## src/rtl/mole_pkg.sv

```systemverilog
// Shared types and lifetime table for the multi-hole mole timer.
package mole_pkg;

  localparam logic [1:0] DIFF_EASY   = 2'd0;
  localparam logic [1:0] DIFF_MEDIUM = 2'd1;
  localparam logic [1:0] DIFF_HARD   = 2'd2;
  localparam logic [1:0] DIFF_EXPERT = 2'd3;

  localparam logic [9:0] BASE_EASY   = 10'd260;
  localparam logic [9:0] BASE_MEDIUM = 10'd180;
  localparam logic [9:0] BASE_HARD   = 10'd80;
  localparam logic [9:0] BASE_EXPERT = 10'd50;
  localparam logic [9:0] STEP_EASY   = 10'd20;
  localparam logic [9:0] STEP_MEDIUM = 10'd10;
  localparam logic [9:0] STEP_HARD   = 10'd10;
  localparam logic [9:0] STEP_EXPERT = 10'd5;

  typedef enum logic {DOWN = 1'b0, UP = 1'b1} hole_state_e;

  // Lifetime in 10 ms units: base + step * moletime (max 400).
  function automatic logic [9:0] life_units(input logic [1:0] diff, input logic [2:0] t);
    logic [9:0] base;
    logic [9:0] step;
    case (diff)
      DIFF_EASY:   begin base = BASE_EASY;   step = STEP_EASY;   end
      DIFF_MEDIUM: begin base = BASE_MEDIUM; step = STEP_MEDIUM; end
      DIFF_HARD:   begin base = BASE_HARD;   step = STEP_HARD;   end
      default:     begin base = BASE_EXPERT; step = STEP_EXPERT; end
    endcase
    return base + step * {7'd0, t};
  endfunction

endpackage

```

## src/rtl/mole_channel.sv

```systemverilog
// One hole: DOWN/UP state, lifetime countdown, whack edge detect, hit/miss pulses.
module mole_channel
  import mole_pkg::*;
#(
  parameter int LIFE_W = 10
) (
  input  logic              clk_i,
  input  logic              rst_n_i,
  input  logic              enable_i,
  input  logic              freeze_i,
  input  logic              tick_i,
  input  logic              spawn_i,
  input  logic [LIFE_W-1:0] life_i,
  input  logic              whack_i,
  output logic              up_o,
  output logic              hit_o,
  output logic              miss_o
);

  hole_state_e       state_q, state_d;
  logic [LIFE_W-1:0] cnt_q, cnt_d;
  logic              whack_q, hit_q, hit_d, miss_q, miss_d, rise;

  // A line already high when the mole rises must be released before it can hit.
  assign rise = whack_i & ~whack_q;

  always_comb begin
    state_d = state_q;
    cnt_d   = cnt_q;
    hit_d   = 1'b0;
    miss_d  = 1'b0;
    if (!enable_i) begin
      state_d = DOWN;
      cnt_d   = '0;
    end else if (!freeze_i) begin
      case (state_q)
        DOWN: if (spawn_i) begin
          state_d = UP;
          cnt_d   = life_i;
        end
        UP: begin
          if (rise) begin
            state_d = DOWN;
            cnt_d   = '0;
            hit_d   = 1'b1;
          end else if (tick_i) begin
            if (cnt_q <= LIFE_W'(1)) begin
              state_d = DOWN;
              cnt_d   = '0;
              miss_d  = 1'b1;
            end else begin
              cnt_d = cnt_q - 1'b1;
            end
          end
        end
        default: state_d = DOWN;
      endcase
    end
  end

  always_ff @(posedge clk_i or negedge rst_n_i) begin
    if (!rst_n_i) begin
      state_q <= DOWN;
      cnt_q   <= '0;
      whack_q <= 1'b0;
      hit_q   <= 1'b0;
      miss_q  <= 1'b0;
    end else begin
      state_q <= state_d;
      cnt_q   <= cnt_d;
      whack_q <= whack_i;
      hit_q   <= hit_d;
      miss_q  <= miss_d;
    end
  end

  assign up_o   = (state_q == UP);
  assign hit_o  = hit_q;
  assign miss_o = miss_q;

endmodule

```

## src/rtl/mole_timer_array.sv

```systemverilog
// Multi-hole mole timer: prescaler, spawn decode, per-hole channels, saturating tallies.
// Define PAUSE_EN to add a pause input that freezes all timing and ignores inputs.
module mole_timer_array
  import mole_pkg::*;
#(
  parameter  int NUM_MOLES    = 9,
  parameter  int CLK_PER_10MS = 1000000,
  parameter  int SCORE_W      = 8,
  parameter  int LIFE_W       = 10,
  localparam int IDX_W        = $clog2(NUM_MOLES)
) (
  input  logic                 CLK100MHZ,
  input  logic                 rst_n,
  input  logic                 enable,
  input  logic [1:0]           difficulty,
  input  logic                 spawn,
  input  logic [IDX_W-1:0]     spawn_idx,
  input  logic [2:0]           moletime,
  input  logic [NUM_MOLES-1:0] whack,
`ifdef PAUSE_EN
  input  logic                 pause,
`endif
  output logic [NUM_MOLES-1:0] mole_up,
  output logic [NUM_MOLES-1:0] hit_mask,
  output logic [NUM_MOLES-1:0] miss_mask,
  output logic                 spawn_err,
  output logic [SCORE_W-1:0]   hit_count,
  output logic [SCORE_W-1:0]   miss_count
);

  localparam int              PRE_W   = (CLK_PER_10MS > 1) ? $clog2(CLK_PER_10MS) : 1;
  localparam logic [PRE_W-1:0] PRE_MAX = PRE_W'(CLK_PER_10MS - 1);
  localparam logic [IDX_W:0]  NM      = (IDX_W + 1)'(NUM_MOLES);

  logic                    pause_w, run, tick, spawn_go, idx_ok;
  logic [PRE_W-1:0]        pre_q, pre_d;
  logic                    spawn_err_q, spawn_err_d;
  logic [SCORE_W-1:0]      hit_cnt_q, miss_cnt_q;
  logic [NUM_MOLES-1:0]    up, hit, miss, spawn_vec;
  logic [2**IDX_W-1:0]     up_ext;
  logic [LIFE_W-1:0]       life;

`ifdef PAUSE_EN
  assign pause_w = pause;
`else
  assign pause_w = 1'b0;
`endif

  function automatic logic [4:0] popcnt(input logic [NUM_MOLES-1:0] v);
    logic [4:0] c;
    c = '0;
    for (int k = 0; k < NUM_MOLES; k++) c = c + {4'd0, v[k]};
    return c;
  endfunction

  function automatic logic [SCORE_W-1:0] sat_add(input logic [SCORE_W-1:0] a, input logic [4:0] b);
    logic [SCORE_W+4:0] s;
    s = {5'd0, a} + {{SCORE_W{1'b0}}, b};
    return (s > {5'd0, {SCORE_W{1'b1}}}) ? {SCORE_W{1'b1}} : s[SCORE_W-1:0];
  endfunction

  assign run  = enable & ~pause_w;
  assign tick = run & (pre_q == PRE_MAX);

  always_comb begin
    pre_d = pre_q;
    if (!enable)  pre_d = '0;
    else if (run) pre_d = (pre_q == PRE_MAX) ? '0 : pre_q + 1'b1;
  end

  // Out-of-range indices read as "not up" through the zero-extended view.
  assign up_ext      = (2**IDX_W)'(up);
  assign spawn_go    = spawn & run;
  assign idx_ok      = {1'b0, spawn_idx} < NM;
  assign spawn_err_d = spawn_go & (~idx_ok | up_ext[spawn_idx]);
  assign life        = LIFE_W'(life_units(difficulty, moletime));

  for (genvar i = 0; i < NUM_MOLES; i++) begin : g_ch
    assign spawn_vec[i] = spawn_go & (spawn_idx == IDX_W'(i));
    mole_channel #(.LIFE_W(LIFE_W)) u_ch (
      .clk_i    (CLK100MHZ),
      .rst_n_i  (rst_n),
      .enable_i (enable),
      .freeze_i (pause_w),
      .tick_i   (tick),
      .spawn_i  (spawn_vec[i]),
      .life_i   (life),
      .whack_i  (whack[i]),
      .up_o     (up[i]),
      .hit_o    (hit[i]),
      .miss_o   (miss[i])
    );
  end

  always_ff @(posedge CLK100MHZ or negedge rst_n) begin
    if (!rst_n) begin
      pre_q       <= '0;
      spawn_err_q <= 1'b0;
      hit_cnt_q   <= '0;
      miss_cnt_q  <= '0;
    end else begin
      pre_q       <= pre_d;
      spawn_err_q <= spawn_err_d;
      hit_cnt_q   <= sat_add(hit_cnt_q, popcnt(hit));
      miss_cnt_q  <= sat_add(miss_cnt_q, popcnt(miss));
    end
  end

  assign mole_up    = up;
  assign hit_mask   = hit;
  assign miss_mask  = miss;
  assign spawn_err  = spawn_err_q;
  assign hit_count  = hit_cnt_q;
  assign miss_count = miss_cnt_q;

endmodule

```

## config.mk

```make
export PLATFORM = sky130hd
export DESIGN_NAME = mole_timer_array
export DESIGN_NICKNAME = d
export VERILOG_FILES = /design/src/rtl/mole_pkg.sv /design/src/rtl/mole_channel.sv /design/src/rtl/mole_timer_array.sv
export SDC_FILE = /design/constraint.sdc
export NUM_CORES = 1
export LEC_CHECK = 0
export BUFFER_PORTS_ARGS = -buffer_cell sky130_fd_sc_hd__clkbuf_2
export CORE_UTILIZATION = 60
export CTS_BUF_LIST = sky130_fd_sc_hd__clkbuf_4 sky130_fd_sc_hd__clkbuf_8
export DETAILED_ROUTE_END_ITERATION = 16
export GPL_TIMING_DRIVEN = 0
export PLACE_DENSITY = 0.79
export SLEW_MARGIN = 30
export SYNTH_ARGS = -nofsm -noshare
export SYNTH_HDL_FRONTEND = slang
export SYNTH_SLANG_ARGS = --single-unit
```

## constraint.sdc

```tcl
create_clock -name CLK100MHZ -period 4.47 [get_ports CLK100MHZ]
set_input_delay 0.447 -clock CLK100MHZ [delete_from_list [all_inputs] [get_ports CLK100MHZ]]
set_output_delay 0.447 -clock CLK100MHZ [all_outputs]
set_load 0.03 [all_outputs]
```

[Yosys cells after proc, flatten, opt, wreduce, memory -nomap -nowiden]
Index checks and enable logic that the tools add are counted.
Word-level totals
  register bits: 163
  bits of input ports: 22
  output and inout bits: 44
  word-level logic and storage cells: 362
Cells by class
  $add $sub $neg: 29
  multipliers: 1
  magnitude comparators: 13
  equality and inequality tests: 29
  muxes and demuxes: 188
  bitwise operators: 41
  reductions and logical operators: 12
Operator list (number)
  two-way mux 10 bit: 45
  one-hot mux 10 bit (2 select lines): 9
  two-way mux 1 bit: 118
  less-or-equal comparator 10 x 1 -> 1 bit (second input constant): 9
  subtractor 10 x 1 -> 10 bit (second input constant): 9
  adder 5 x 1 -> 5 bit: 8
  two-way mux 20 bit: 2
  inequality test 4 bit (second input constant): 8
  inequality test 3 x 2 -> 1 bit (second input constant): 9
  one-hot mux 9 bit (3 select lines): 1
  bitwise AND 1 bit: 21
  adder 20 x 1 -> 20 bit (second input constant): 1
  == test 20 bit (second input constant): 1
  NOT 1 bit: 19
  adder 8 x 5 -> 9 bit: 2
  > comparator 9 x 8 -> 1 bit (second input constant): 2
  one-hot mux 1 bit (2 select lines): 9
  AND reduction 2 bit: 9
  == test 4 x 3 -> 1 bit (second input constant): 4
  two-way mux 8 bit: 2
  adder 10 bit: 1
  adder 4 x 1 -> 5 bit: 2
  multiplier 10 x 3 -> 10 bit: 1
  one-hot mux 5 bit (2 select lines): 1
  16 further kinds: 20

[Logic depth before layout (Yosys ltp)]
Gate-level depths: netlist of run 1.
  word-level depth: 11
  depth in mapped cells: 15
  depth with buffers taken out: 15

[Hierarchy]
A second synthesis of run 1 with hierarchy kept.
Unflattened totals
  cells, all modules: 1242
  area total of the unflattened synthesis: 11313.4 µm²
By module, submodules not included
  mole_channel: instances 9, cells each 101, area an instance 910.9 µm², seq. area each 350.3 µm²
  mole_timer_array: instances 1, cells each 333, area an instance 3115.5 µm², seq. area each 925.9 µm²

[Least setup slack after synthesis of run 1]
OpenSTA, ideal clock, no wires.
  path kind: input to register
  from: input difficulty[0]
  to: register g_ch[1].u_ch.cnt_q[8]
  setup time: 0.121 ns
  data arrival time: 4.007 ns
  data required time: 4.349 ns
  setup slack: 0.342 ns
  stages: 15
  buffers on the path: 0
  cell sequence: inv_1 > ha_1 > nand2_1 > inv_1 > fa_1 > inv_1 > fa_1 > inv_1 > ha_1 > fa_1 > a211o_1 > and4b_1 > a311oi_2 > o22ai_1 > a22o_1
On the way
  word-level cells in the longest chain between the ends: 8
  elaborated cells between the ends (all ways): 11
  those cells by class: add/sub (1); mul (1); eq/ne (2); mux (5); reduce/logical (2)
Ends and longest elaborated chain
  start: declaration: RTL line mole_timer_array.sv:15  | input logic [1:0] difficulty,
  == test 2 bit or == test 2 x 1 -> 1 bit (tied branches): RTL line mole_pkg.sv:24  | case (diff)
  OR reduction 2 bit (no line)
  one-hot mux 5 bit (2 select lines): RTL line mole_pkg.sv:24
  multiplier 10 x 3 -> 10 bit: RTL line mole_pkg.sv:30  | return base + step * {7'd0, t};
  adder 10 bit (*): RTL line mole_pkg.sv:30
  two-way mux 10 bit (*): RTL line mole_channel.sv:37  | DOWN: if (spawn_i) begin
  one-hot mux 10 bit (2 select lines) (*): RTL line mole_channel.sv:36  | case (state_q)
  two-way mux 10 bit (*): RTL line mole_channel.sv:32  | if (!enable_i) begin
  end signal: assignment: RTL line mole_channel.sv:70  | cnt_q <= cnt_d;
  end: declaration: RTL line mole_channel.sv:21  | logic [LIFE_W-1:0] cnt_q, cnt_d;
Mark *: on every way between the ends. The rest lies on a longest branch, timed or not. The select of a mux whose other input is x is not followed.
A chain may end at the register's enable or synchronous reset.

[Worst setup path after layout of run 1]
  from: input difficulty[0]
  to: register g_ch[3].u_ch.cnt_q[6]
On the way
  word-level cells in the longest chain between the ends: 8
  elaborated cells between the ends (all ways): 11
  those cells by class: add/sub (1); mul (1); eq/ne (2); mux (5); reduce/logical (2)
Ends and longest elaborated chain (RTL line)
  == test 2 bit or == test 2 x 1 -> 1 bit (tied branches): mole_pkg.sv:24
  OR reduction 2 bit (no line)
  one-hot mux 5 bit (2 select lines): mole_pkg.sv:24
  multiplier 10 x 3 -> 10 bit: mole_pkg.sv:30
  adder 10 bit (*): mole_pkg.sv:30
  two-way mux 10 bit (*): mole_channel.sv:37
  one-hot mux 10 bit (2 select lines) (*): mole_channel.sv:36
  two-way mux 10 bit (*): mole_channel.sv:32
  end signal: assignment: mole_channel.sv:70
  end: declaration: mole_channel.sv:21
Marked as above.

==> tab_implementation.tex, run 1 <==
\begin{tabular}{lr}
\hline
Metric & Value \\
\hline
\multicolumn{2}{l}{\textbf{Synth}} \\
Synth Area per Inst & 9.14 um2 \\
Net count after synthesis & 1327 \\
Most instantiated cells after synthesis & sky130\_fd\_sc\_hd\_\_dfrtp\_1, sky130\_fd\_sc\_hd\_\_nor2\_1, sky130\_fd\_sc\_hd\_\_nand2\_1 \\
Sequential area share after synthesis & 0.360 \\
Gate count after technology mapping & 1239 \\
Synth area leader & sky130\_fd\_sc\_hd\_\_dfrtp\_1 \\
Async set-or-reset flop fraction in the synthesized netlist & 1.00 \\
Number of enable flip-flop cells after synthesis & 0 \\
Leading cell type by number of instances after synthesis & sky130\_fd\_sc\_hd\_\_dfrtp\_1 \\
Warnings from Yosys & 0 \\
Share of the synthesized area in the top cell type & 0.360 \\
Most area-consuming cells after synthesis & sky130\_fd\_sc\_hd\_\_dfrtp\_1, sky130\_fd\_sc\_hd\_\_ha\_1, sky130\_fd\_sc\_hd\_\_fa\_1, sky130\_fd\_sc\_hd\_\_nor2\_1, sky130\_fd\_sc\_hd\_\_nand2\_1 \\
Post-synthesis instance area & 11300 um2 \\
Number of distinct library cell variants in the gate-level netlist after synthesis & 94 \\
Commonest register cell after synthesis & sky130\_fd\_sc\_hd\_\_dfrtp\_1 \\
Number of register bits inferred by synthesis & 163 \\
\multicolumn{2}{l}{\textbf{Setup path}} \\
Maximum cell stage delay along the critical path & 0.53 ns \\
Setup slack of the most critical reg-to-reg path & 0.42 ns \\
Worst setup SP type & input pin \\
Classification of the worst setup path & input pin to flip-flop \\
Endpoint required time on the critical path & 4.86 ns \\
Arrival time worst endpoint & 4.60 ns \\
Cell with the largest stage delay on the worst path & sky130\_fd\_sc\_hd\_\_fa\_1 \\
Worst path top cell family by delay & adder cells \\
Element type at the critical path end & flip-flop \\
Buffers and inverters on the worst path & 5 \\
Maximum fanout along the worst path & 7 \\
Critical Path, Cell by Cell & clkbuf\_2, inv\_1, ha\_1, nand2\_1, inv\_1, fa\_1, inv\_1, fa\_1, inv\_1, ha\_1, fa\_1, a211o\_1, nand2\_1, nand2\_1, o21a\_1, o32ai\_1 \\
Cell occurring most often along the worst timing path & sky130\_fd\_sc\_hd\_\_inv\_1 \\
\multicolumn{2}{l}{\textbf{Global routing}} \\
First-pass GRT wire length & 53.9 mm \\
Pin count of the biggest net entering global routing & 61 \\
Total grt overflow & 0 \\
Total global-route track usage & 0.356 \\
Via count of the first global-routing pass & 9961 \\
Number of antenna violations at the first check in global routing & 2 \\
\multicolumn{2}{l}{\textbf{Cells and area}} \\
Antenna Cells & 0 \\
P\&R area growth vs syn & 10.5\% \\
Fin nets & 1415 \\
Final cell count without fillers & 1569 \\
Fraction of final layout cells sized beyond drive strength 1 & 0.149 \\
\multicolumn{2}{l}{\textbf{Detailed routing}} \\
Number of nets still failing antenna checks after routing & 0 \\
DR WL/cell & 21.2 um \\
Detailed Routing Iterations Pass 1 & 6 \\
First DRT Iteration DRCs & 1244 \\
Total Wirelength & 33.3 mm \\
Ratio of routed vias to standard cells & 6.72 \\
Routed via count & 10500 \\
\# DRC & 0 \\
\multicolumn{2}{l}{\textbf{Power}} \\
Net switching power & 1.48 mW \\
Cell-internal power & 2.57 mW \\
Switching Share & 0.364 \\
Leak pwr & 5.81 nW \\
Highest ir drop seen on vdd & 0.219 mV \\
Clk network pwr share & 0.292 \\
Relative contribution of combinational cells to total power & 0.304 \\
Sequential power share & 0.404 \\
Ratio of total power to cell area & 323 nW/um2 \\
\multicolumn{2}{l}{\textbf{Place}} \\
Count of buffers inserted at the top-level ports & 63 \\
Number of placed instances with taps included & 1535 \\
Weighted congestion at the end of routability-driven global placement & 0.964 \\
Post-DP HPWL & 23.6 mm \\
\multicolumn{2}{l}{\textbf{CTS}} \\
Number of buffers added by the clock tree synthesis step & 17 \\
Maximum number of buffers from clock root to sink & 2 \\
Total clock sinks & 163 \\
CTS tree & done \\
Level count of the clock H-tree & 4 \\
Clock transition at the register clock pins on the worst setup and hold paths after CTS & 0.10 ns \\
Resized cells post-CTS & 0 \\
Clk root buf & sky130\_fd\_sc\_hd\_\_clkbuf\_8 \\
Latest clock arrival within the worst-skew pair & 0.48 ns \\
\multicolumn{2}{l}{\textbf{STA}} \\
Relative max-transition margin & 0.393 \\
Fmax & 237 MHz \\
Fin crit share & 0.943 \\
Time the worst path needs with I/O delays and setup & 4.21 ns \\
Setup skew after layout & 0.0112 ns \\
Final hold violation count & 0 \\
Setup-violating endpoint count in the final report & 0 \\
Number of max-slew violations in the final report & 0 \\
Transition time at the pin with the least slew margin & 0.909 ns \\
Setup repair after global routing missed its margin & no \\
Total negative slack & 0 ns \\
\multicolumn{2}{l}{\textbf{Floorplanning}} \\
FP Rows & 49 \\
DIE AREA & 19400 um2 \\
Die span in y & 139 um \\
Initial core utilization & 0.622 \\
Count of boundary I/O pins & 66 \\
Die X & 139 um \\
Floorplan core area & 18200 um2 \\
\multicolumn{2}{l}{\textbf{Job}} \\
Total of max-cap violations & 0 \\
\multicolumn{2}{l}{\textbf{Status}} \\
Outcome & finished clean \\
\multicolumn{2}{l}{\textbf{Hold path}} \\
Hold Path Class & input pin to flip-flop \\
\hline
\end{tabular}
per-layer routing:
metal | up-vias | wire, um | global-route usage
li1 | 4760 | - | -
met5 | - | 25 | 0
met4 | 4 | 1660 | 0.180
met1 | 5049 | 13600 | 0.483
met2 | 595 | 14800 | 0.534
met3 | 137 | 3250 | 0.0822
flip-flops by register name, indices dropped and copies added, names as in the netlist:
register and count:
g_ch.u_ch.cnt_q 90, pre_q 20, g_ch.u_ch.hit_o 9, g_ch.u_ch.miss_o 9, g_ch.u_ch.up_o 9, g_ch.u_ch.whack_q 9, hit_count 8, miss_count 8
spawn_err 1
final timing paths:
check	startpoint	endpoint	cells after the start
worst min-delay path	whack[3]	g_ch[3].u_ch.whack_q$_DFF_PN0_	1
worst min register to register	pre_q[0]$_DFF_PN0_	pre_q[0]$_DFF_PN0_	1
min in group asynchronous	rst_n	hit_count[6]$_DFF_PN0_	2
max in group asynchronous	rst_n	g_ch[8].u_ch.cnt_q[6]$_DFFE_PN0P_	3
worst max register to register	g_ch[4].u_ch.miss_o$_DFF_PN0_	miss_count[5]$_DFF_PN0_	12
worst max-delay path	difficulty[0]	g_ch[3].u_ch.cnt_q[6]$_DFFE_PN0P_	16
repair_timing:
action / CTS / global route
hold buffers: 1 / 0
setup buffers: 0 / 1
hold endpoints to repair: 48 / 0
setup endpoints to repair: 0 / 6
layout by cell type, fill, tap and decap left out, drive strengths merged, types with 27 or more instances in the layout:
| cell type | instances |
|---|---|
| a211oi | 39 |
| a21oi | 44 |
| buf | 45 |
| clkbuf | 118 |
| dfrtp | 163 |
| ha | 46 |
| inv | 83 |
| nand2 | 89 |
| nand2b | 27 |
| nand3 | 28 |
| nor2 | 106 |
| nor3 | 63 |
| o21ai | 39 |
| o22ai | 38 |
| or3 | 31 |
per-stage QoR:
step / area, um2 / util / setup WS [ns] / hold WS, ns / power, mW
after global placement: 11900 / 0.655 / -0.883 / 0.445 / 2.79
after detailed placement: 12100 / 0.663 / -0.407 / 0.429 / 2.85
after global routing: 12500 / 0.688 / 0.0471 / 0.0573 / 4.23
after floorplan: 11300 / - / 0.342 / 0.151 / 2.45
final: 12500 / 0.688 / 0.255 / 0.0744 / 4.05
after CTS: 12500 / 0.686 / 0.103 / 0.0660 / 4.02
layout make-up:
type / instances / area, um2
Fill cell: 1486 / 5690
Clock inverter: 13 / 164
Sequential cell: 163 / 4080
Buffer: 77 / 452
Timing Repair Buffer: 69 / 432
Multi-Input combinational cell: 922 / 6560
Clock buffer: 19 / 262
Inverter: 77 / 289
Tap cell: 229 / 287
kinds of logic (layout without fill, tap and decap cells):
kind of cell,Yosys count,in the layout,share of synthesized area
buffers and inverters,154,255,0.0654
adders and majority gates,66,66,0.0862
and+or+nand+nor,464,464,0.219
xor gates and xnor gates,37,37,0.0286
AOI/OAI and AO/OA,347,347,0.231
DFF,163,163,0.360
muxes,8,8,0.00972
power groups by stage:
stage / clock (mW) / sequential, mW / combinational, mW
floorplan: 0 / 1.67 / 0.783
global placement: 0 / 1.66 / 1.13
detailed placement: 0 / 1.66 / 1.19
CTS: 1.19 / 1.63 / 1.19
global route: 1.25 / 1.65 / 1.33
finish: 1.18 / 1.64 / 1.23
(Power assumes the default switching activity.)
==> run 2, diff against run 1 <==
--- a/config.mk
+++ b/config.mk
@@ -11,6 +11,7 @@
 export DETAILED_ROUTE_END_ITERATION = 16
 export GPL_TIMING_DRIVEN = 0
 export PLACE_DENSITY = 0.79
+export RECOVER_POWER = 50
 export SLEW_MARGIN = 30
 export SYNTH_ARGS = -nofsm -noshare
 export SYNTH_HDL_FRONTEND = slang
==> tab_implementation.tex, run 2 (same netlist as run 1, synthesis figures left out) <==
\begin{tabular}{lr}
\hline
Metric & Value \\
\hline
\multicolumn{2}{l}{\textbf{Status}} \\
Outcome & finished, violations left \\
Violations in the final reports & capacitance limit, slew limit \\
\multicolumn{2}{l}{\textbf{Cells and area}} \\
Fin nets & 1415 \\
P\&R area growth vs syn & 10.2\% \\
Registers with the highest flip-flop counts & g\_ch.u\_ch.cnt\_q x90, pre\_q x20 \\
Fraction of final layout cells sized beyond drive strength 1 & 0.132 \\
Commonest non-fill, non-tap cell in the layout & sky130\_fd\_sc\_hd\_\_dfrtp\_1 \\
Antenna Cells & 0 \\
Number of flip-flops under the largest register name & 90 \\
Final cell count without fillers & 1569 \\
Leading cell types in the layout, fill and taps excluded & sky130\_fd\_sc\_hd\_\_dfrtp\_1, sky130\_fd\_sc\_hd\_\_nor2\_1, sky130\_fd\_sc\_hd\_\_nand2\_1 \\
Utilization after layout & 0.686 \\
Register bank with the most flops & g\_ch.u\_ch.cnt\_q \\
\multicolumn{2}{l}{\textbf{Power}} \\
Cell-internal power & 2.57 mW \\
Sequential power share & 0.405 \\
Highest ir drop seen on vdd & 0.218 mV \\
Total design power & 4.04 mW \\
Relative contribution of combinational cells to total power & 0.303 \\
Clk network pwr share & 0.292 \\
Ratio of total power to cell area & 324 nW/um2 \\
Net switching power & 1.48 mW \\
Switching Share & 0.365 \\
Leak pwr & 5.74 nW \\
\multicolumn{2}{l}{\textbf{STA}} \\
Setup skew after layout & 0.0126 ns \\
Transition time at the pin with the least slew margin & 2.93 ns \\
Time the worst path needs with I/O delays and setup & 4.21 ns \\
Number of max-slew violations in the final report & 49 \\
Relative max-transition margin & -0.952 \\
Setup-violating endpoint count in the final report & 0 \\
Setup repair after global routing missed its margin & no \\
Fmax & 238 MHz \\
Final hold violation count & 0 \\
Fin crit share & 0.941 \\
\multicolumn{2}{l}{\textbf{Setup path}} \\
Length in cells of the worst reg-to-reg path & 12 \\
Critical Path, Cell by Cell & clkbuf\_2, inv\_1, ha\_1, nand2\_1, inv\_1, fa\_1, inv\_1, fa\_1, inv\_1, ha\_1, fa\_1, a211o\_1, nand2\_1, nand2\_1, o21a\_1, o32ai\_1 \\
Setup slack of the most critical reg-to-reg path & 0.41 ns \\
R2R Path End & miss\_count[5]\$\_DFF\_PN0\_ \\
Launch point of the worst path & difficulty[0] \\
Worst path top cell family by delay & adder cells \\
Reg2Reg Launch Point & g\_ch[4].u\_ch.miss\_o\$\_DFF\_PN0\_ \\
Number of cells on the critical path & 16 \\
Element type at the critical path end & flip-flop \\
Maximum fanout along the worst path & 7 \\
Classification of the worst setup path & input pin to flip-flop \\
Maximum cell stage delay along the critical path & 0.53 ns \\
Worst setup SP type & input pin \\
Cell with the largest stage delay on the worst path & sky130\_fd\_sc\_hd\_\_fa\_1 \\
Capturing instance or port of the critical path & g\_ch[3].u\_ch.cnt\_q[6]\$\_DFFE\_PN0P\_ \\
Arrival time worst endpoint & 4.59 ns \\
Cell occurring most often along the worst timing path & sky130\_fd\_sc\_hd\_\_inv\_1 \\
Endpoint required time on the critical path & 4.85 ns \\
Buffers and inverters on the worst path & 5 \\
\multicolumn{2}{l}{\textbf{Detailed routing}} \\
Ratio of routed vias to standard cells & 6.70 \\
\# DRC & 0 \\
Detailed Routing Iterations Pass 1 & 6 \\
DR WL/cell & 21.3 um \\
First DRT Iteration DRCs & 1243 \\
Total Wirelength & 33.3 mm \\
Number of nets still failing antenna checks after routing & 0 \\
Routed via count & 10500 \\
\multicolumn{2}{l}{\textbf{CTS}} \\
Maximum number of buffers from clock root to sink & 2 \\
Resized cells post-CTS & 0 \\
Number of buffers added by the clock tree synthesis step & 17 \\
Level count of the clock H-tree & 4 \\
Latest clock arrival within the worst-skew pair & 0.48 ns \\
Total clock sinks & 163 \\
Clock transition at the register clock pins on the worst setup and hold paths after CTS & 0.10 ns \\
CTS tree & done \\
Clk root buf & sky130\_fd\_sc\_hd\_\_clkbuf\_8 \\
\multicolumn{2}{l}{\textbf{Floorplanning}} \\
Die X & 139 um \\
Count of boundary I/O pins & 66 \\
Die span in y & 139 um \\
DIE AREA & 19400 um2 \\
FP Rows & 49 \\
Initial core utilization & 0.622 \\
Floorplan core area & 18200 um2 \\
\multicolumn{2}{l}{\textbf{Place}} \\
Weighted congestion at the end of routability-driven global placement & 0.964 \\
Post-DP HPWL & 23.6 mm \\
Count of buffers inserted at the top-level ports & 63 \\
Number of placed instances with taps included & 1535 \\
\multicolumn{2}{l}{\textbf{Global routing}} \\
Pin count of the biggest net entering global routing & 61 \\
Via count of the first global-routing pass & 9961 \\
Total global-route track usage & 0.356 \\
Total grt overflow & 0 \\
First-pass GRT wire length & 53.9 mm \\
Number of antenna violations at the first check in global routing & 2 \\
\multicolumn{2}{l}{\textbf{Hold path}} \\
Hold Path Class & input pin to flip-flop \\
Startpoint of the tightest hold check path & whack[3] \\
\multicolumn{2}{l}{\textbf{Job}} \\
Total of max-cap violations & 1 \\
\hline
\end{tabular}
-- run 2: how the worst min path moves through the flow --
stage	end	slack [ns]	depth (start not counted)
floorplan	g_ch[0].u_ch.cnt_q[0]$_DFFE_PN0P_	0.15	0
global placement	pre_q[0]$_DFF_PN0_	0.44	1
CTS	g_ch[3].u_ch.whack_q$_DFF_PN0_	0.07	1
detailed placement	hit_count[6]$_DFF_PN0_	0.43	1
global route	g_ch[3].u_ch.whack_q$_DFF_PN0_	0.06	1
finish	g_ch[3].u_ch.whack_q$_DFF_PN0_	0.08	1
-- run 2: cell type report --
type | instances | area (um2)
plain buffers | 77 | 452
clock buffers | 19 | 262
clock inverters | 13 | 164
fillers | 1501 | 5730
inverters | 77 | 289
multi-input cells | 922 | 6560
flip-flops and latches | 163 | 4080
well taps | 229 | 287
repair buffers | 69 | 395
-- run 2: repair_timing --
action | 4_1_cts | 5_1_grt
buffers inserted | 0 | 1
endpoints found under the hold margin | 48 | 0
endpoints found under the setup margin | 0 | 6
hold buffers | 1 | 0
-- run 2: per-stage QoR --
step | setup TNS [ns] | area (um2) | setup slack (ns) | hold WS, ns
after floorplan | 0 | 11300 | 0.342 | 0.151
after global placement | -15.03 | 11900 | -0.883 | 0.445
after detailed placement | -4.45 | 12100 | -0.407 | 0.429
after CTS | 0 | 12500 | 0.103 | 0.0660
after global routing | 0 | 12500 | 0.0471 | 0.0573
final | 0 | 12500 | 0.265 | 0.0793
-- run 2: metal layers --
| metal | wire length (um) | global-route usage | part of all wire | up-vias |
|---|---|---|---|---|
| li1 | - | - | - | 4758 |
| met1 | 13800 | 0.483 | 0.41 | 5045 |
| met2 | 14800 | 0.534 | 0.44 | 577 |
| met3 | 3130 | 0.0822 | 0.094 | 134 |
| met4 | 1620 | 0.180 | 0.049 | 4 |
| met5 | 29 | 0 | 0.00087 | - |
-- run 2: power groups by stage --
stage | Combinational [mW] | Clock [mW] | Sequential [mW]
after global placement | 1.13 | 0 | 1.66
final | 1.23 | 1.18 | 1.64
after floorplan | 0.783 | 0 | 1.67
after detailed placement | 1.19 | 0 | 1.66
after CTS | 1.19 | 1.19 | 1.63
after global routing | 1.32 | 1.25 | 1.65
-- run 2: worst register-to-register path: stages, from the launching register on --
cell and delay (ns):
sky130_fd_sc_hd__dfrtp_1 0.48, sky130_fd_sc_hd__fa_1 0.62, sky130_fd_sc_hd__inv_1 0.09, sky130_fd_sc_hd__fa_1 0.48, sky130_fd_sc_hd__fa_1 0.49, sky130_fd_sc_hd__inv_1 0.04, sky130_fd_sc_hd__ha_1 0.21, sky130_fd_sc_hd__fa_1 0.42
sky130_fd_sc_hd__a21o_1 0.18, sky130_fd_sc_hd__a21oi_1 0.32, sky130_fd_sc_hd__nand4bb_1 0.31, sky130_fd_sc_hd__nand2_1 0.08, sky130_fd_sc_hd__mux2_2 0.26
==> run 3, diff against run 2 <==
--- a/config.mk
+++ b/config.mk
@@ -5,13 +5,14 @@
 export SDC_FILE = /design/constraint.sdc
 export NUM_CORES = 1
 export LEC_CHECK = 0
-export BUFFER_PORTS_ARGS = -buffer_cell sky130_fd_sc_hd__clkbuf_2
 export CORE_UTILIZATION = 60
 export CTS_BUF_LIST = sky130_fd_sc_hd__clkbuf_4 sky130_fd_sc_hd__clkbuf_8
 export DETAILED_ROUTE_END_ITERATION = 16
+export DONT_BUFFER_PORTS = 1
 export GPL_TIMING_DRIVEN = 0
-export PLACE_DENSITY = 0.79
+export PLACE_DENSITY = 0.76
 export RECOVER_POWER = 50
+export SETUP_SLACK_MARGIN = 0.3
 export SLEW_MARGIN = 30
 export SYNTH_ARGS = -nofsm -noshare
 export SYNTH_HDL_FRONTEND = slang
==> tab_implementation.tex, run 3 (same netlist as run 1, synthesis figures left out) <==
\begin{tabular}{lr}
\hline
Metric & Value \\
\hline
\multicolumn{2}{l}{\textbf{Place}} \\
Instance area after placement & 11700 um2 \\
Number of placed instances with taps included & 1470 \\
Post-DP HPWL & 22.9 mm \\
Weighted congestion at the end of routability-driven global placement & 0.986 \\
Count of buffers inserted at the top-level ports & 0 \\
\multicolumn{2}{l}{\textbf{Setup path}} \\
Classification of the worst setup path & flip-flop to flip-flop \\
R2R Path End & hit\_count[5]\$\_DFF\_PN0\_ \\
Arrival time worst endpoint & 4.37 ns \\
Maximum cell stage delay along the critical path & 0.58 ns \\
Buffers and inverters on the worst path & 2 \\
Maximum fanout along the worst path & 6 \\
Worst setup SP type & flip-flop \\
Cell occurring most often along the worst timing path & sky130\_fd\_sc\_hd\_\_fa\_1 \\
Cell with the largest stage delay on the worst path & sky130\_fd\_sc\_hd\_\_fa\_1 \\
Launch point of the worst path & hit\_count[0]\$\_DFF\_PN0\_ \\
Length in cells of the worst reg-to-reg path & 12 \\
Setup slack of the most critical reg-to-reg path & 0.47 ns \\
Reg2Reg Launch Point & hit\_count[0]\$\_DFF\_PN0\_ \\
Critical Path, Cell by Cell & fa\_1, inv\_1, fa\_1, fa\_1, inv\_1, ha\_1, fa\_1, a21o\_1, a21oi\_1, nand4bb\_2, nand2\_1, mux2\_2 \\
Worst path top cell family by delay & adder cells \\
Number of cells on the critical path & 12 \\
Element type at the critical path end & flip-flop \\
Endpoint required time on the critical path & 4.84 ns \\
\multicolumn{2}{l}{\textbf{Global routing}} \\
Via count of the first global-routing pass & 9675 \\
Pin count of the biggest net entering global routing & 164 \\
Total grt overflow & 0 \\
Number of antenna violations at the first check in global routing & 1 \\
Total global-route track usage & 0.345 \\
First-pass GRT wire length & 51.7 mm \\
\multicolumn{2}{l}{\textbf{STA}} \\
Final hold violation count & 163 \\
Fin crit share & 0.896 \\
Relative max-transition margin & 0.395 \\
Final Hold Slack & -0.345 ns \\
Fmax & 250 MHz \\
Setup-violating endpoint count in the final report & 0 \\
Setup repair after global routing missed its margin & no \\
Number of max-slew violations in the final report & 0 \\
Transition time at the pin with the least slew margin & 0.906 ns \\
Setup skew after layout & 0.0105 ns \\
Total negative slack & 0 ns \\
Time the worst path needs with I/O delays and setup & 4.00 ns \\
\multicolumn{2}{l}{\textbf{Floorplanning}} \\
Initial core utilization & 0.622 \\
Die X & 139 um \\
DIE AREA & 19400 um2 \\
Floorplan core area & 18200 um2 \\
FP Rows & 49 \\
Count of boundary I/O pins & 66 \\
Die span in y & 139 um \\
\multicolumn{2}{l}{\textbf{Detailed routing}} \\
Total Wirelength & 33.1 mm \\
Detailed Routing Iterations Pass 1 & 6 \\
Ratio of routed vias to standard cells & 6.86 \\
First DRT Iteration DRCs & 1327 \\
DR WL/cell & 21.9 um \\
\# DRC & 0 \\
Number of nets still failing antenna checks after routing & 0 \\
Routed via count & 10400 \\
\multicolumn{2}{l}{\textbf{CTS}} \\
Number of buffers added by the clock tree synthesis step & 17 \\
Total clock sinks & 163 \\
Clock transition at the register clock pins on the worst setup and hold paths after CTS & 0.10 ns \\
Clk root buf & sky130\_fd\_sc\_hd\_\_clkbuf\_8 \\
Number of buffers inserted for hold repair after clock tree synthesis & 9 \\
Level count of the clock H-tree & 4 \\
Latest clock arrival within the worst-skew pair & 0.47 ns \\
Maximum number of buffers from clock root to sink & 2 \\
CTS tree & done \\
\multicolumn{2}{l}{\textbf{Power}} \\
Ratio of total power to cell area & 323 nW/um2 \\
Total design power & 3.94 mW \\
Highest ir drop seen on vdd & 0.180 mV \\
Leak pwr & 5.53 nW \\
\multicolumn{2}{l}{\textbf{Cells and area}} \\
P\&R area growth vs syn & 7.74\% \\
Registers with the highest flip-flop counts & g\_ch.u\_ch.cnt\_q x90, pre\_q x20 \\
Post-Layout Inst Area & 12200 um2 \\
Register bank with the most flops & g\_ch.u\_ch.cnt\_q \\
Number of flip-flops under the largest register name & 90 \\
Commonest non-fill, non-tap cell in the layout & sky130\_fd\_sc\_hd\_\_dfrtp\_1 \\
Leading cell types in the layout, fill and taps excluded & sky130\_fd\_sc\_hd\_\_dfrtp\_1, sky130\_fd\_sc\_hd\_\_nor2\_1, sky130\_fd\_sc\_hd\_\_nand2\_1 \\
Final cell count without fillers & 1513 \\
Fin nets & 1358 \\
Fraction of final layout cells sized beyond drive strength 1 & 0.104 \\
\multicolumn{2}{l}{\textbf{Hold path}} \\
Hold Path Class & input pin to asynchronous set/reset pin \\
\multicolumn{2}{l}{\textbf{Status}} \\
Outcome & finished, violations left \\
Violations in the final reports & hold timing \\
\multicolumn{2}{l}{\textbf{Job}} \\
Total of max-cap violations & 0 \\
\hline
\end{tabular}
## run 3: cell count changes in the layout (fill, tap and decap cells not counted), moves of 3 or more
cell                            delta
sky130_fd_sc_hd__clkbuf_2         -41
sky130_fd_sc_hd__buf_4             -4
sky130_fd_sc_hd__clkinv_4          -3
sky130_fd_sc_hd__clkinvlp_4        +3
sky130_fd_sc_hd__clkbuf_1         -18
sky130_fd_sc_hd__dlygate4sd3_1     +8
## run 3: cell type report
cell class | instances | area [um2]
Fill cell | 1488 | 6010
Clock inverter | 14 | 166
Buffer | 77 | 437
Multi-Input combinational cell | 922 | 6570
Timing Repair Buffer | 12 | 133
Tap cell | 229 | 287
Clock buffer | 18 | 241
Sequential cell | 163 | 4080
Inverter | 77 | 289
Antenna cell | 1 | 2.50
## run 3: stage by stage
stage / utilization / setup WS [ns]
after floorplan: - / 0.342
after global placement: 0.638 / -0.762
after detailed placement: 0.641 / -0.229
after CTS: 0.670 / 0.398
after global routing: 0.670 / 0.305
final: 0.670 / 0.466
## run 3: metal layers
| metal | share of wire | wire length [um] | vias to the layer above | GRT usage |
|---|---|---|---|---|
| met5 | 0 | 0 | - | 0 |
| met3 | 0.10 | 3410 | 123 | 0.0630 |
| li1 | - | - | 4638 | - |
| met2 | 0.43 | 14400 | 636 | 0.516 |
| met4 | 0.049 | 1610 | 0 | 0.179 |
| met1 | 0.41 | 13700 | 4984 | 0.479 |
## run 3: report_power, final
part | switching, mW | total, mW | internal [mW]
clock network | 0.614 | 1.13 | 0.520
registers | 0.113 | 1.66 | 1.55
logic | 0.681 | 1.14 | 0.457
## run 3: repair_timing
item	4_1_cts	5_1_grt
cloned	0	0
hold endpoints to repair	172	163
setup buffers	1	0
pin swaps	1	0
gates resized for setup	0	3
endpoints found under the setup margin	4	9
## run 3: worst max-delay path by stage
stage,end,slack (ns)
floorplan,g_ch[1].u_ch.cnt_q[8]$_DFFE_PN0P_,0.34
global placement,g_ch[1].u_ch.cnt_q[7]$_DFFE_PN0P_,-0.76
detailed placement,g_ch[5].u_ch.cnt_q[8]$_DFFE_PN0P_,-0.23
CTS,miss_count[5]$_DFF_PN0_,0.40
global route,hit_count[5]$_DFF_PN0_,0.30
finish,hit_count[5]$_DFF_PN0_,0.47
## run 3: worst register-to-register path: stages, from the launching register on
cell	delay [ns]
sky130_fd_sc_hd__dfrtp_1	0.51
sky130_fd_sc_hd__fa_1	0.58
sky130_fd_sc_hd__inv_1	0.06
sky130_fd_sc_hd__fa_1	0.50
sky130_fd_sc_hd__fa_1	0.49
sky130_fd_sc_hd__inv_1	0.04
sky130_fd_sc_hd__ha_1	0.20
sky130_fd_sc_hd__fa_1	0.42
sky130_fd_sc_hd__a21o_1	0.19
sky130_fd_sc_hd__a21oi_1	0.31
sky130_fd_sc_hd__nand4bb_2	0.26
sky130_fd_sc_hd__nand2_1	0.08
sky130_fd_sc_hd__mux2_2	0.27
